`src/rtl/sw_conditioner.sv`:
```
// -----------------------------------------------------------------------------
// sw_conditioner
//
// Input conditioner for the stopwatch push-buttons. Each channel is handled
// independently. The raw switch level goes through a two-flop synchroniser,
// then through a debouncer, and then through an edge/hold detector. The
// downstream control FSM sees exactly one sw_pulse per physical press.
//
// Ports
//   clk         in   system clock; all logic is on the rising edge
//   rst         in   synchronous, active-high reset
//   sw_raw      in   [N_SW] asynchronous raw switch levels, 1 = pressed
//   sw_level    out  [N_SW] debounced level per channel
//   sw_pulse    out  [N_SW] one-cycle pulse on an accepted 0->1 of sw_level
//   sw_release  out  [N_SW] one-cycle pulse on an accepted 1->0 of sw_level
//   sw_long     out  [N_SW] one-cycle pulse once sw_level has been 1 for
//                           HOLD_CYCLES cycles (once per press)
//
// Parameter limits
//   DB_CYCLES must lie in 2..255 and fit in DB_W bits.
//   HOLD_CYCLES must lie in 1..65535, must fit in HOLD_W bits, and must be
//   greater than DB_CYCLES.
// -----------------------------------------------------------------------------
module sw_conditioner #(
  parameter int N_SW        = 3,
  parameter int DB_CYCLES   = 4,
  parameter int HOLD_CYCLES = 16,
  parameter int DB_W        = 8,
  parameter int HOLD_W      = 16
) (
  input  logic            clk,
  input  logic            rst,
  input  logic [N_SW-1:0] sw_raw,
  output logic [N_SW-1:0] sw_level,
  output logic [N_SW-1:0] sw_pulse,
  output logic [N_SW-1:0] sw_release,
  output logic [N_SW-1:0] sw_long
);

  localparam logic [DB_W-1:0]   DB_MAX   = DB_W'(DB_CYCLES - 1);
  localparam logic [DB_W-1:0]   DB_ONE   = DB_W'(1);
  localparam logic [HOLD_W-1:0] HOLD_MAX = HOLD_W'(HOLD_CYCLES - 1);
  localparam logic [HOLD_W-1:0] HOLD_ONE = HOLD_W'(1);

  for (genvar g = 0; g < N_SW; g++) begin : g_ch
    logic              r_s1;
    logic              r_s2;
    logic              r_level;
    logic              r_pulse;
    logic              r_release;
    logic              r_long;
    logic              r_fired;
    logic [DB_W-1:0]   r_dbcnt;
    logic [HOLD_W-1:0] r_holdcnt;
    logic              w_differ;
    logic              w_accept;

    // The synchronised input disagrees with the accepted level. Once it has
    // disagreed for DB_CYCLES consecutive cycles, the new level is taken.
    assign w_differ = (r_s2 != r_level);
    assign w_accept = w_differ && (r_dbcnt == DB_MAX);

    always_ff @(posedge clk) begin
      if (rst) begin
        r_s1      <= 1'b0;
        r_s2      <= 1'b0;
        r_level   <= 1'b0;
        r_pulse   <= 1'b0;
        r_release <= 1'b0;
        r_long    <= 1'b0;
        r_fired   <= 1'b0;
        r_dbcnt   <= '0;
        r_holdcnt <= '0;
      end else begin
        r_s1 <= sw_raw[g];
        r_s2 <= r_s1;

        // Debounce: any return to the current level restarts the count.
        if (!w_differ) begin
          r_dbcnt <= '0;
        end else if (w_accept) begin
          r_level <= r_s2;
          r_dbcnt <= '0;
        end else begin
          r_dbcnt <= r_dbcnt + DB_ONE;
        end

        // The edge pulses are registered on the same edge that updates
        // r_level, so each one is high for the cycle after the change.
        r_pulse   <= w_accept & r_s2;
        r_release <= w_accept & ~r_s2;

        // Long press. The counter uses the level from before this edge, so
        // counting starts on the cycle after the rise. The counter stops at
        // HOLD_MAX, so sw_long fires on the edge where the level has been 1
        // for HOLD_CYCLES full cycles. r_fired blocks any repeat until the
        // button is released.
        r_long <= 1'b0;
        if (!r_level) begin
          r_holdcnt <= '0;
          r_fired   <= 1'b0;
        end else if (!r_fired) begin
          if (r_holdcnt == HOLD_MAX) begin
            r_long  <= 1'b1;
            r_fired <= 1'b1;
          end else begin
            r_holdcnt <= r_holdcnt + HOLD_ONE;
          end
        end
      end
    end

    assign sw_level[g]   = r_level;
    assign sw_pulse[g]   = r_pulse;
    assign sw_release[g] = r_release;
    assign sw_long[g]    = r_long;
  end : g_ch

endmodule

```
`config.mk`:
```
export PLATFORM = sky130hd
export DESIGN_NAME = sw_conditioner
export DESIGN_NICKNAME = d
export VERILOG_FILES = /design/src/rtl/sw_conditioner.sv
export SDC_FILE = /design/constraint.sdc
export NUM_CORES = 1
export LEC_CHECK = 0
export CAP_MARGIN = 20
export CORE_MARGIN = 1.5
export CORE_UTILIZATION = 42
export CTS_BUF_LIST = sky130_fd_sc_hd__clkbuf_8
export CTS_CLUSTER_DIAMETER = 60
export DETAILED_ROUTE_END_ITERATION = 8
export DONT_BUFFER_PORTS = 1
export HOLD_SLACK_MARGIN = 0.05
export SETUP_SLACK_MARGIN = 0.05
export SLEW_MARGIN = 20
export SYNTH_ARGS = -nofsm -noshare
export SYNTH_HDL_FRONTEND = slang
export SYNTH_SLANG_ARGS = --single-unit
```
`constraint.sdc`:
```
create_clock -name clk -period 2.19 [get_ports clk]
set_input_delay 0.219 -clock clk [delete_from_list [all_inputs] [get_ports clk]]
set_output_delay 0.219 -clock clk [all_outputs]
set_load 0.005 [all_outputs]
```
==> impl_metrics.py, run 1 <==
metrics = {
    "power_and_ir_drop": {
        "swShare_pct": 19.5,
        "seqPwrFrac_pct": 56.9,
        "p_clk_share_pct": 42.3,
        "ir_worst_vdd_uv": 398,
        "p_sw_w": 0.000581,
        "powerDensity_nw_per_um2": 697,
        "p_comb_share_pct": 0.7,
        "p_int_w": 0.00241,
        "leakagePower_nw": 1.45,
    },
    "synthesis": {
        "synth_area_um2": 3990,
        "synth_edf_count": 0,
        "synth_cell_types": 46,
        "ys_seq_elements": 93,
        "synth.yosys.warnings": 0,
        "ys.flop_type": "dfxtp_1",
        "synth_top_cell_by_area": "dfxtp_1",
        "synth_area_leaders": "dfxtp_1 47%, nor2_1 5.6%, xor2_1 5.1%",
        "ys_async_sr_fraction_pct": 0,
        "syn_area_per_cell_um2": 9.06,
        "synth_nets": 451,
        "ys_seq_area_share_pct": 46.7,
        "synth_top_area_share_pct": 46.7,
        "synthCells": 440,
    },
    "worst_setup_path": {
        "max_stage_delay_ns": 0.39,
        "required_ns": 2.43,
        "path_max_fanout": 4,
        "crit_chain": "ha_1 > nor3b_1 > nand4_1 > nor2b_1 > mux2_1",
        "start_kind": "register",
        "crit_type": "reg -> reg",
        "reg2reg_slack_ns": 0.47,
        "r2r_end": "g_ch[1].r_holdcnt[3]",
        "crit_slowest_cell": "dfxtp_1",
        "reg2reg_depth": 5,
        "reg2reg_from": "g_ch[1].r_holdcnt[0]",
        "worstSetupEndpointType": "register",
        "arrival_ns": 1.96,
    },
    "timing": {
        "setup_viol": 0,
        "final.period_utilization_pct": 78.7,
        "tns_ns": 0,
        "fmax_mhz": 580,
        "fin_ws_ns": 0.465,
        "slew_viol_final": 0,
        "fin_crit_ns": 1.72,
        "worstMarginPinSlew_ns": 0.629,
        "hold_viol": 0,
        "rsz0062_at_grt": "no",
        "slew-limit-headroom_pct": 58.1,
        "fin_skew_ns": 0.0127,
    },
    "route": {
        "vias": 2977,
        "wl_per_cell_um": 12.4,
        "drt_iter0_drc": 89,
        "drt_first_pass_iters": 5,
        "drc_errors": 0,
        "wl_met2_um": 3080,
        "drt-met1-wl_um": 3590,
        "top_layer": "met4",
        "via_per_inst": 5.25,
        "wl_um": 7020,
        "drtAntennaViolNets": 0,
        "wl_met3_um": 210,
    },
    "floorplanning": {
        "die_w_um": 100,
        "die-area_um2": 10100,
        "die_h_um": 100,
        "initial_core_util_pct": 43.2,
        "fp-row-count": 35,
        "coreArea_um2": 9240,
        "io_pins": 17,
    },
    "outcome": {
        "status": "completed",
    },
    "placed_design": {
        "hpwl_um": 4750,
        "dp.cells": 547,
        "pre_cts_slack_ns": 0.486,
        "gp_congestion": 0.811,
        "dpl-instance-area_um2": 4020,
        "port-buffer-count": 0,
    },
    "cts": {
        "cts_tree": "done",
        "cts-htree-levels": 3,
        "cts-root-buf": "clkbuf_8",
        "insertion_delay_ns": 0.35,
        "post_cts_buffers": 0,
        "path_clk_slew_ns": 0.09,
        "clock-sinks": 93,
        "cts.repair.resized": 0,
        "clock_path_buffers": 2,
        "cts_buffers": 9,
    },
    "global_route": {
        "gr-total-overflow": 0,
        "grt_max_degree": 17,
        "grt_pass1_wl_um": 12400,
        "grt_use_total_pct": 15.3,
        "grt_pass1_vias": 2765,
        "grt_antenna_before_repair": 0,
    },
    "finish": {
        "syn_to_final_growth_pct": 7.47,
        "regArea_um2": 1860,
        "drive_gt1_share_pct": 5.71,
        "multi_input_area_um2": 1980,
        "final_area_um2": 4290,
        "antenna_cells": 0,
        "fillCellCount": 895,
        "finalNonFillerCells": 567,
        "fin_nets": 444,
    },
    "hold_path": {
        "hp-start": "rst",
        "hold_path_end": "g_ch[1].r_dbcnt[1]",
        "min_path_type": "in -> reg",
        "whs_path_depth": 2,
    },
    "flow_run": {
        "cap_violations": 0,
    },
}
## worst max-delay path by stage
stage / slack, ns / depth (start not counted) / start / endpoint
3_5_place_dp: 0.49 / 5 / g_ch[1].r_holdcnt[0] / g_ch[1].r_holdcnt[3]
2_1_floorplan: 0.64 / 5 / g_ch[1].r_holdcnt[0] / g_ch[1].r_holdcnt[3]
3_3_place_gp: 0.55 / 5 / g_ch[1].r_holdcnt[0] / g_ch[1].r_holdcnt[3]
5_1_grt: 0.30 / 5 / g_ch[1].r_dbcnt[0] / g_ch[1].r_dbcnt[2]
6_report: 0.47 / 5 / g_ch[1].r_holdcnt[0] / g_ch[1].r_holdcnt[3]
4_1_cts: 0.48 / 5 / g_ch[1].r_holdcnt[0] / g_ch[1].r_holdcnt[3]
## power by group through the flow
stage               sequential [W]  clock (W)  combinational, W
finish                     0.00170    0.00126         0.0000219
global route               0.00170    0.00138         0.0000246
CTS                        0.00170    0.00132         0.0000223
detailed placement         0.00174          0         0.0000130
global placement           0.00174          0         0.0000131
floorplan                  0.00174          0         0.0000151
## registers in the layout, indices dropped and copies added, names as in the netlist
signal,count
g_ch.r_holdcnt,48
g_ch.r_dbcnt,24
g_ch.r_fired,3
g_ch.r_level,3
g_ch.r_long,3
g_ch.r_pulse,3
g_ch.r_release,3
g_ch.r_s1,3
g_ch.r_s2,3
## synth_stat cells, types with 5 or more instances
cell type / number
nor2b_1: 10
xnor2_1: 19
nand2_1: 29
clkbuf_1: 6
buf_4: 12
a31oi_1: 5
or3_1: 10
nand4_1: 11
nand3_1: 32
o21ai_0: 16
nand2b_1: 6
and3_1: 14
nor4b_1: 5
nor3_1: 11
nor4_1: 12
ha_1: 6
and4b_1: 5
xor2_1: 23
a21oi_1: 17
nor2_1: 59
dfxtp_1: 93
## per-layer routing
metal | up-vias | GRT usage, %
met2 | 37 | 23.0
li1 | 1540 | -
met1 | 1387 | 20.5
met5 | - | 0
met3 | 13 | 3.55
met4 | 0 | 7.91
## repair_timing
item                                    4_1_cts  5_1_grt
hold buffers                                  4        0
hold endpoints to repair                     12        0
endpoints found under the setup margin        0        0
## layout by cell type, fill, tap and decap left out, drive strengths merged, types with 3 or more instances in the layout
master / Yosys / final
and3: 15 / 15
a31oi: 5 / 5
nor2b: 10 / 10
a41oi: 3 / 3
nand2b: 6 / 6
or3: 11 / 11
nor4: 12 / 12
nor3: 12 / 12
inv: 2 / 3
nor4b: 5 / 5
clkbuf: 7 / 11
xor2: 23 / 23
nor2: 59 / 59
a21oi: 17 / 17
xnor2: 19 / 19
mux2i: 4 / 4
nand4: 12 / 12
dlygate4sd3: 0 / 4
dfxtp: 93 / 93
and4: 5 / 5
o21ai: 16 / 16
nand2: 29 / 29
and4b: 5 / 5
nand3: 32 / 32
ha: 6 / 6
## cell type report
type	instances	share of cell area, %
Timing Repair Buffer	5	1.11
Inverter	2	0.175
Tap cell	129	3.77
Clock buffer	11	3.53
Multi-Input combinational cell	322	46.2
Clock inverter	5	1.72
Sequential cell	93	43.4
## stage by stage
step           power, W  hold WS, ns  util, %
2_1_floorplan   0.00175        0.347        -
3_3_place_gp    0.00175        0.294     43.5
3_5_place_dp    0.00175        0.294     43.5
4_1_cts         0.00304       0.0784     46.4
5_1_grt         0.00311       0.0855     46.4
6_report        0.00299        0.102     46.4
## cell families (layout without fill, tap and decap cells)
group,after synthesis,count (layout),share of synthesized area [%]
simple gates,222,222,30.2
mux,5,5,1.29
xor+xnor,42,42,9.22
buf+inv,25,23,3.61
compound gates,47,47,7.15
flops,93,93,46.7
fa+ha+maj,6,6,1.88
## worst max-delay path: cells and delay by family, from the launching register on
kind / cells / cell delay, ns
adder cells (fa/ha/maj): 1 / 0.21
flip-flops: 1 / 0.39
multiplexers: 1 / 0.30
AND/OR/NAND/NOR: 3 / 0.71
Power figures use the tool's default switching activity.
==> inputs of run 2 (changes only) <==
==> constraint.sdc (replaced) <==
create_clock -name clk -period 1.58 [get_ports clk]
set_input_delay 0.158 -clock clk [delete_from_list [all_inputs] [get_ports clk]]
set_output_delay 0.158 -clock clk [all_outputs]
set_load 0.005 [all_outputs]
==> impl_metrics.py, run 2 (synthesis gave the netlist of run 1 again) <==
metrics = {
    "outcome": {
        "status": "completed",
    },
    "route": {
        "wl_per_cell_um": 12.6,
        "vias": 3133,
        "wl_um": 7660,
        "drt_first_pass_iters": 4,
        "drtAntennaViolNets": 0,
        "drc_errors": 0,
        "via_per_inst": 5.17,
        "drt_iter0_drc": 123,
    },
    "floorplanning": {
        "die_h_um": 100,
        "die-area_um2": 10100,
        "io_pins": 17,
        "die_w_um": 100,
        "coreArea_um2": 9240,
        "initial_core_util_pct": 43.2,
        "fp-row-count": 35,
    },
    "power_and_ir_drop": {
        "leakagePower_nw": 1.67,
        "totalPowerFinal_w": 0.00420,
        "ir_worst_vdd_uv": 648,
        "powerDensity_nw_per_um2": 877,
    },
    "hold_path": {
        "min_path_type": "in -> reg",
    },
    "timing": {
        "fmax_mhz": 666,
        "fin_skew_ns": 0.00910,
        "hold_viol": 0,
        "final.period_utilization_pct": 95.1,
        "worstMarginPinSlew_ns": 0.621,
        "rsz0062_at_grt": "yes",
        "fin_crit_ns": 1.50,
        "slew_viol_final": 0,
        "tns_ns": 0,
        "slew-limit-headroom_pct": 58.5,
        "setup_viol": 0,
    },
    "cts": {
        "insertion_delay_ns": 0.35,
        "cts-htree-levels": 3,
        "cts_buffers": 9,
        "cts_tree": "done",
        "cts-root-buf": "clkbuf_8",
        "clock_path_buffers": 2,
        "path_clk_slew_ns": 0.09,
        "clock-sinks": 93,
    },
    "placed_design": {
        "port-buffer-count": 0,
        "dp.cells": 581,
        "gp_congestion": 0.807,
        "hpwl_um": 5090,
    },
    "finish": {
        "antenna_cells": 0,
        "top_regs": "g_ch.r_holdcnt (48), g_ch.r_dbcnt (24)",
        "largest_register_ffs": 48,
        "final_util_pct": 51.8,
        "drive_gt1_share_pct": 22.0,
        "final_common_cell": "dfxtp_1",
        "finalNonFillerCells": 606,
        "layout_common_cells": "81 x dfxtp_1, 59 x nor2_1, 40 x buf_4",
        "syn_to_final_growth_pct": 19.9,
        "max_flop_register": "g_ch.r_holdcnt",
        "fin_nets": 483,
    },
    "global_route": {
        "gr-total-overflow": 0,
        "grt_antenna_before_repair": 0,
        "grt_max_degree": 16,
        "grt_pass1_vias": 2866,
        "grt_use_total_pct": 15.8,
        "grt_pass1_wl_um": 12800,
    },
    "worst_setup_path": {
        "worstSetupEndpointType": "register",
        "required_ns": 1.83,
        "arrival_ns": 1.76,
        "crit_type": "reg -> reg",
        "path_max_fanout": 7,
        "start_kind": "register",
    },
    "flow_run": {
        "cap_violations": 0,
    },
}
[run 2: final cells by class]
cell class / instances / area [µm²]
clock inverter: 5 / 81.3
fill: 870 / 4460
inverter: 2 / 7.51
multi-input combinational: 322 / 2150
sequential: 93 / 1890
tap: 129 / 161
clock buffer: 11 / 151
timing repair buffer: 44 / 340
[run 2: layer usage]
layer	vias to the layer above	wire, µm	track usage (%)	part of all wire (%)
met5	-	0	0	0
met4	0	125	5.20	1.6
met3	9	182	3.62	2.4
met2	37	3420	24.9	45
met1	1464	3940	21.3	51
li1	1623	-	-	-
[run 2: what timing repair did]
action	in CTS	in global routing
setup buffers	0	5
hold endpoints to repair	15	0
gates resized for setup	7	43
pin swaps	1	15
hold buffers	4	0
endpoints found under the setup margin	13	36
[run 2: critical path, stage by stage, from the launching register on]
cell and delay (ns):
dfxtp_2 0.35, ha_4 0.16, and4b_2 0.23, a41oi_4 0.32, a31oi_1 0.14, a41o_1 0.21
[run 2: power by group]
part	switching (W)	internal, W
Clock	0.000834	0.000981
Sequential	0.00000602	0.00234
Combinational	0.0000160	0.0000170
[run 2: path summary, 6_finish.rpt]
path              cells past startpoint                   end  slack, ns            startpoint
setup / recovery                      5  g_ch[0].r_holdcnt[8]       0.08  g_ch[0].r_holdcnt[0]
hold / removal                        4  g_ch[2].r_holdcnt[3]       0.13                   rst
setup reg to reg                      5  g_ch[0].r_holdcnt[8]       0.08  g_ch[0].r_holdcnt[0]
hold reg to reg                       1          g_ch[0].r_s2       0.45          g_ch[0].r_s1
[run 2: metrics by stage]
step | cell area [µm²] | hold slack (ns) | setup slack [ns]
final | 4780 | 0.135 | 0.0776
after global routing | 4780 | 0.128 | -0.0235
after CTS | 4580 | 0.112 | 0.0234
after detailed placement | 4280 | 0.233 | 0.000198
after global placement | 4280 | 0.233 | 0.0685
after floorplan | 3990 | 0.286 | 0.0535
==> inputs of run 3 (changes only) <==
--- a/config.mk
+++ b/config.mk
@@ -5,6 +5,7 @@
 export SDC_FILE = /design/constraint.sdc
 export NUM_CORES = 1
 export LEC_CHECK = 0
+export ABC_CLOCK_PERIOD_IN_PS = 1580
 export CAP_MARGIN = 20
 export CORE_MARGIN = 1.5
 export CORE_UTILIZATION = 42
@@ -13,7 +14,7 @@
 export DETAILED_ROUTE_END_ITERATION = 8
 export DONT_BUFFER_PORTS = 1
 export HOLD_SLACK_MARGIN = 0.05
-export SETUP_SLACK_MARGIN = 0.05
+export SETUP_SLACK_MARGIN = 0.4
 export SLEW_MARGIN = 20
 export SYNTH_ARGS = -nofsm -noshare
 export SYNTH_HDL_FRONTEND = slang
==> impl_metrics.py, run 3 (synthesis gave the netlist of run 1 again) <==
metrics = {
    "outcome": {
        "status": "completed",
    },
    "global_route": {
        "grt_antenna_before_repair": 0,
        "grt_max_degree": 16,
        "gr-total-overflow": 0,
        "grt_pass1_wl_um": 14500,
        "grt_use_total_pct": 18.1,
        "grt_pass1_vias": 3128,
    },
    "floorplanning": {
        "initial_core_util_pct": 43.2,
        "coreArea_um2": 9240,
        "die-area_um2": 10100,
        "die_w_um": 100,
        "die_h_um": 100,
        "io_pins": 17,
        "fp-row-count": 35,
    },
    "finish": {
        "syn_to_final_growth_pct": 42.8,
        "largest_register_ffs": 48,
        "drive_gt1_share_pct": 47.9,
        "final_area_um2": 5690,
        "fillCellCount": 724,
        "layout_common_cells": "51 x dfxtp_1, 47 x buf_4, 45 x nor2_1",
        "top_regs": "g_ch.r_holdcnt (48), g_ch.r_dbcnt (24)",
        "max_flop_register": "g_ch.r_holdcnt",
        "final_common_cell": "dfxtp_1",
        "fin_nets": 509,
        "antenna_cells": 0,
    },
    "cts": {
        "cts_tree": "done",
        "cts-htree-levels": 3,
        "cts_buffers": 9,
        "path_clk_slew_ns": 0.09,
        "cts-root-buf": "clkbuf_8",
        "clock-sinks": 93,
        "insertion_delay_ns": 0.36,
        "clock_path_buffers": 2,
    },
    "timing": {
        "final.period_utilization_pct": 99.4,
        "worstMarginPinSlew_ns": 0.745,
        "rsz0062_at_grt": "yes",
        "slew_viol_final": 0,
        "fin_crit_ns": 1.57,
        "fin_ws_ns": 0.0101,
        "hold_viol": 0,
        "slew-limit-headroom_pct": 50.3,
        "setup_viol": 0,
        "fmax_mhz": 637,
        "fin_skew_ns": 0.0117,
    },
    "route": {
        "drt_iter0_drc": 112,
        "via_per_inst": 5.29,
        "vias": 3335,
        "drt_first_pass_iters": 4,
        "wl_per_cell_um": 14.9,
        "drtAntennaViolNets": 0,
        "wl_um": 9420,
        "drc_errors": 0,
    },
    "placed_design": {
        "gp_congestion": 0.769,
        "hpwl_um": 5110,
        "dpl-instance-area_um2": 4380,
        "port-buffer-count": 0,
        "pre_cts_slack_ns": 0.0227,
    },
    "worst_setup_path": {
        "r2r_end": "g_ch[0].r_holdcnt[8]",
        "reg2reg_from": "g_ch[0].r_holdcnt[1]",
        "worstSetupEndpointType": "register",
        "crit_chain": "ha_4 > and4b_2 > a41oi_4 > a31oi_1 > a41o_1",
        "reg2reg_depth": 5,
        "max_stage_delay_ns": 0.34,
        "arrival_ns": 1.82,
        "required_ns": 1.83,
        "crit_slowest_cell": "dfxtp_2",
        "reg2reg_slack_ns": 0.01,
        "start_kind": "register",
        "crit_type": "reg -> reg",
        "path_max_fanout": 5,
    },
    "hold_path": {
        "min_path_type": "in -> reg",
        "hold_path_end": "g_ch[2].r_holdcnt[3]",
        "whs_path_depth": 4,
        "hp-start": "rst",
    },
    "power_and_ir_drop": {
        "seqPwrFrac_pct": 58.9,
        "powerDensity_nw_per_um2": 690,
        "p_comb_share_pct": 1.1,
        "p_int_w": 0.00309,
        "ir_worst_vdd_uv": 536,
        "p_clk_share_pct": 40.0,
        "swShare_pct": 21.4,
        "leakagePower_nw": 2.03,
        "p_sw_w": 0.000841,
    },
    "flow_run": {
        "cap_violations": 0,
    },
}
[run 3: cell types whose count changed in the layout (fill, tap and decap cells not counted), moves of 11 or more]
cell,before,now
buf_6,0,19
dfxtp_1,81,51
dfxtp_4,5,26
nand3_2,0,12
nor2_1,59,45
nor2_2,0,11
nor4_4,1,12
nand3_1,32,17
[run 3: worst max-delay path by stage]
stage / slack (ns) / startpoint / to / cells past startpoint
after floorplan: 0.13 / g_ch[0].r_holdcnt[0] / g_ch[0].r_holdcnt[8] / 5
after global placement: 0.07 / g_ch[0].r_holdcnt[0] / g_ch[0].r_holdcnt[8] / 5
after detailed placement: 0.02 / g_ch[0].r_holdcnt[0] / g_ch[0].r_holdcnt[8] / 5
after CTS: 0.09 / g_ch[0].r_holdcnt[0] / g_ch[0].r_holdcnt[10] / 5
after global routing: -0.08 / g_ch[0].r_holdcnt[0] / g_ch[0].r_holdcnt[12] / 5
final: 0.01 / g_ch[0].r_holdcnt[1] / g_ch[0].r_holdcnt[8] / 5
[run 3: final cells by class]
class	count	area (µm²)	share of cell area, %
multi-input combinational	322	2750	48.3
timing repair buffer	70	609	10.7
clock inverter	4	48.8	0.857
tap	129	161	2.83
sequential	93	1980	34.8
clock buffer	10	138	2.42
inverter	2	7.51	0.132
[run 3: metrics by stage]
stage	utilization (%)	power, W	hold WS [ns]	instances	TNS, ns
after floorplan	-	0.00243	0.286	440	0
after global placement	47.4	0.00243	0.232	559	0
after detailed placement	47.4	0.00243	0.234	559	0
after CTS	56.1	0.00398	0.121	610	0
after global routing	61.6	0.00406	0.137	630	-0.236
final	61.6	0.00393	0.134	630	0
[run 3: critical path, delay by kind of cell, from the launching register on]
kind	cells	cell delay, ns
AOI/OAI and AO/OA	3	0.73
DFF	1	0.34
adders and majority gates	1	0.16
and+or+nand+nor	1	0.23
[run 3: metal layers]
layer,routed length [µm],vias to the layer above,GRT usage (%)
met5,0,-,0
met4,132,0,4.98
met3,226,11,3.69
met2,4670,41,30.1
met1,4390,1614,23.9
li1,-,1669,-
[run 3: power by group through the flow]
stage	logic, W	registers, W	clock network (W)
6_report	0.0000432	0.00231	0.00157
4_1_cts	0.0000378	0.00233	0.00161
3_5_place_dp	0.0000186	0.00241	0
3_3_place_gp	0.0000189	0.00241	0
5_1_grt	0.0000470	0.00232	0.00169
2_1_floorplan	0.0000222	0.00241	0
[run 3: timing repair]
item                       CTS  global route
setup buffers               33            20
pin swaps                   50            81
hold buffers                 4             0
setup endpoints to repair   87            86
hold endpoints to repair    30             0
gates resized for setup     81            92
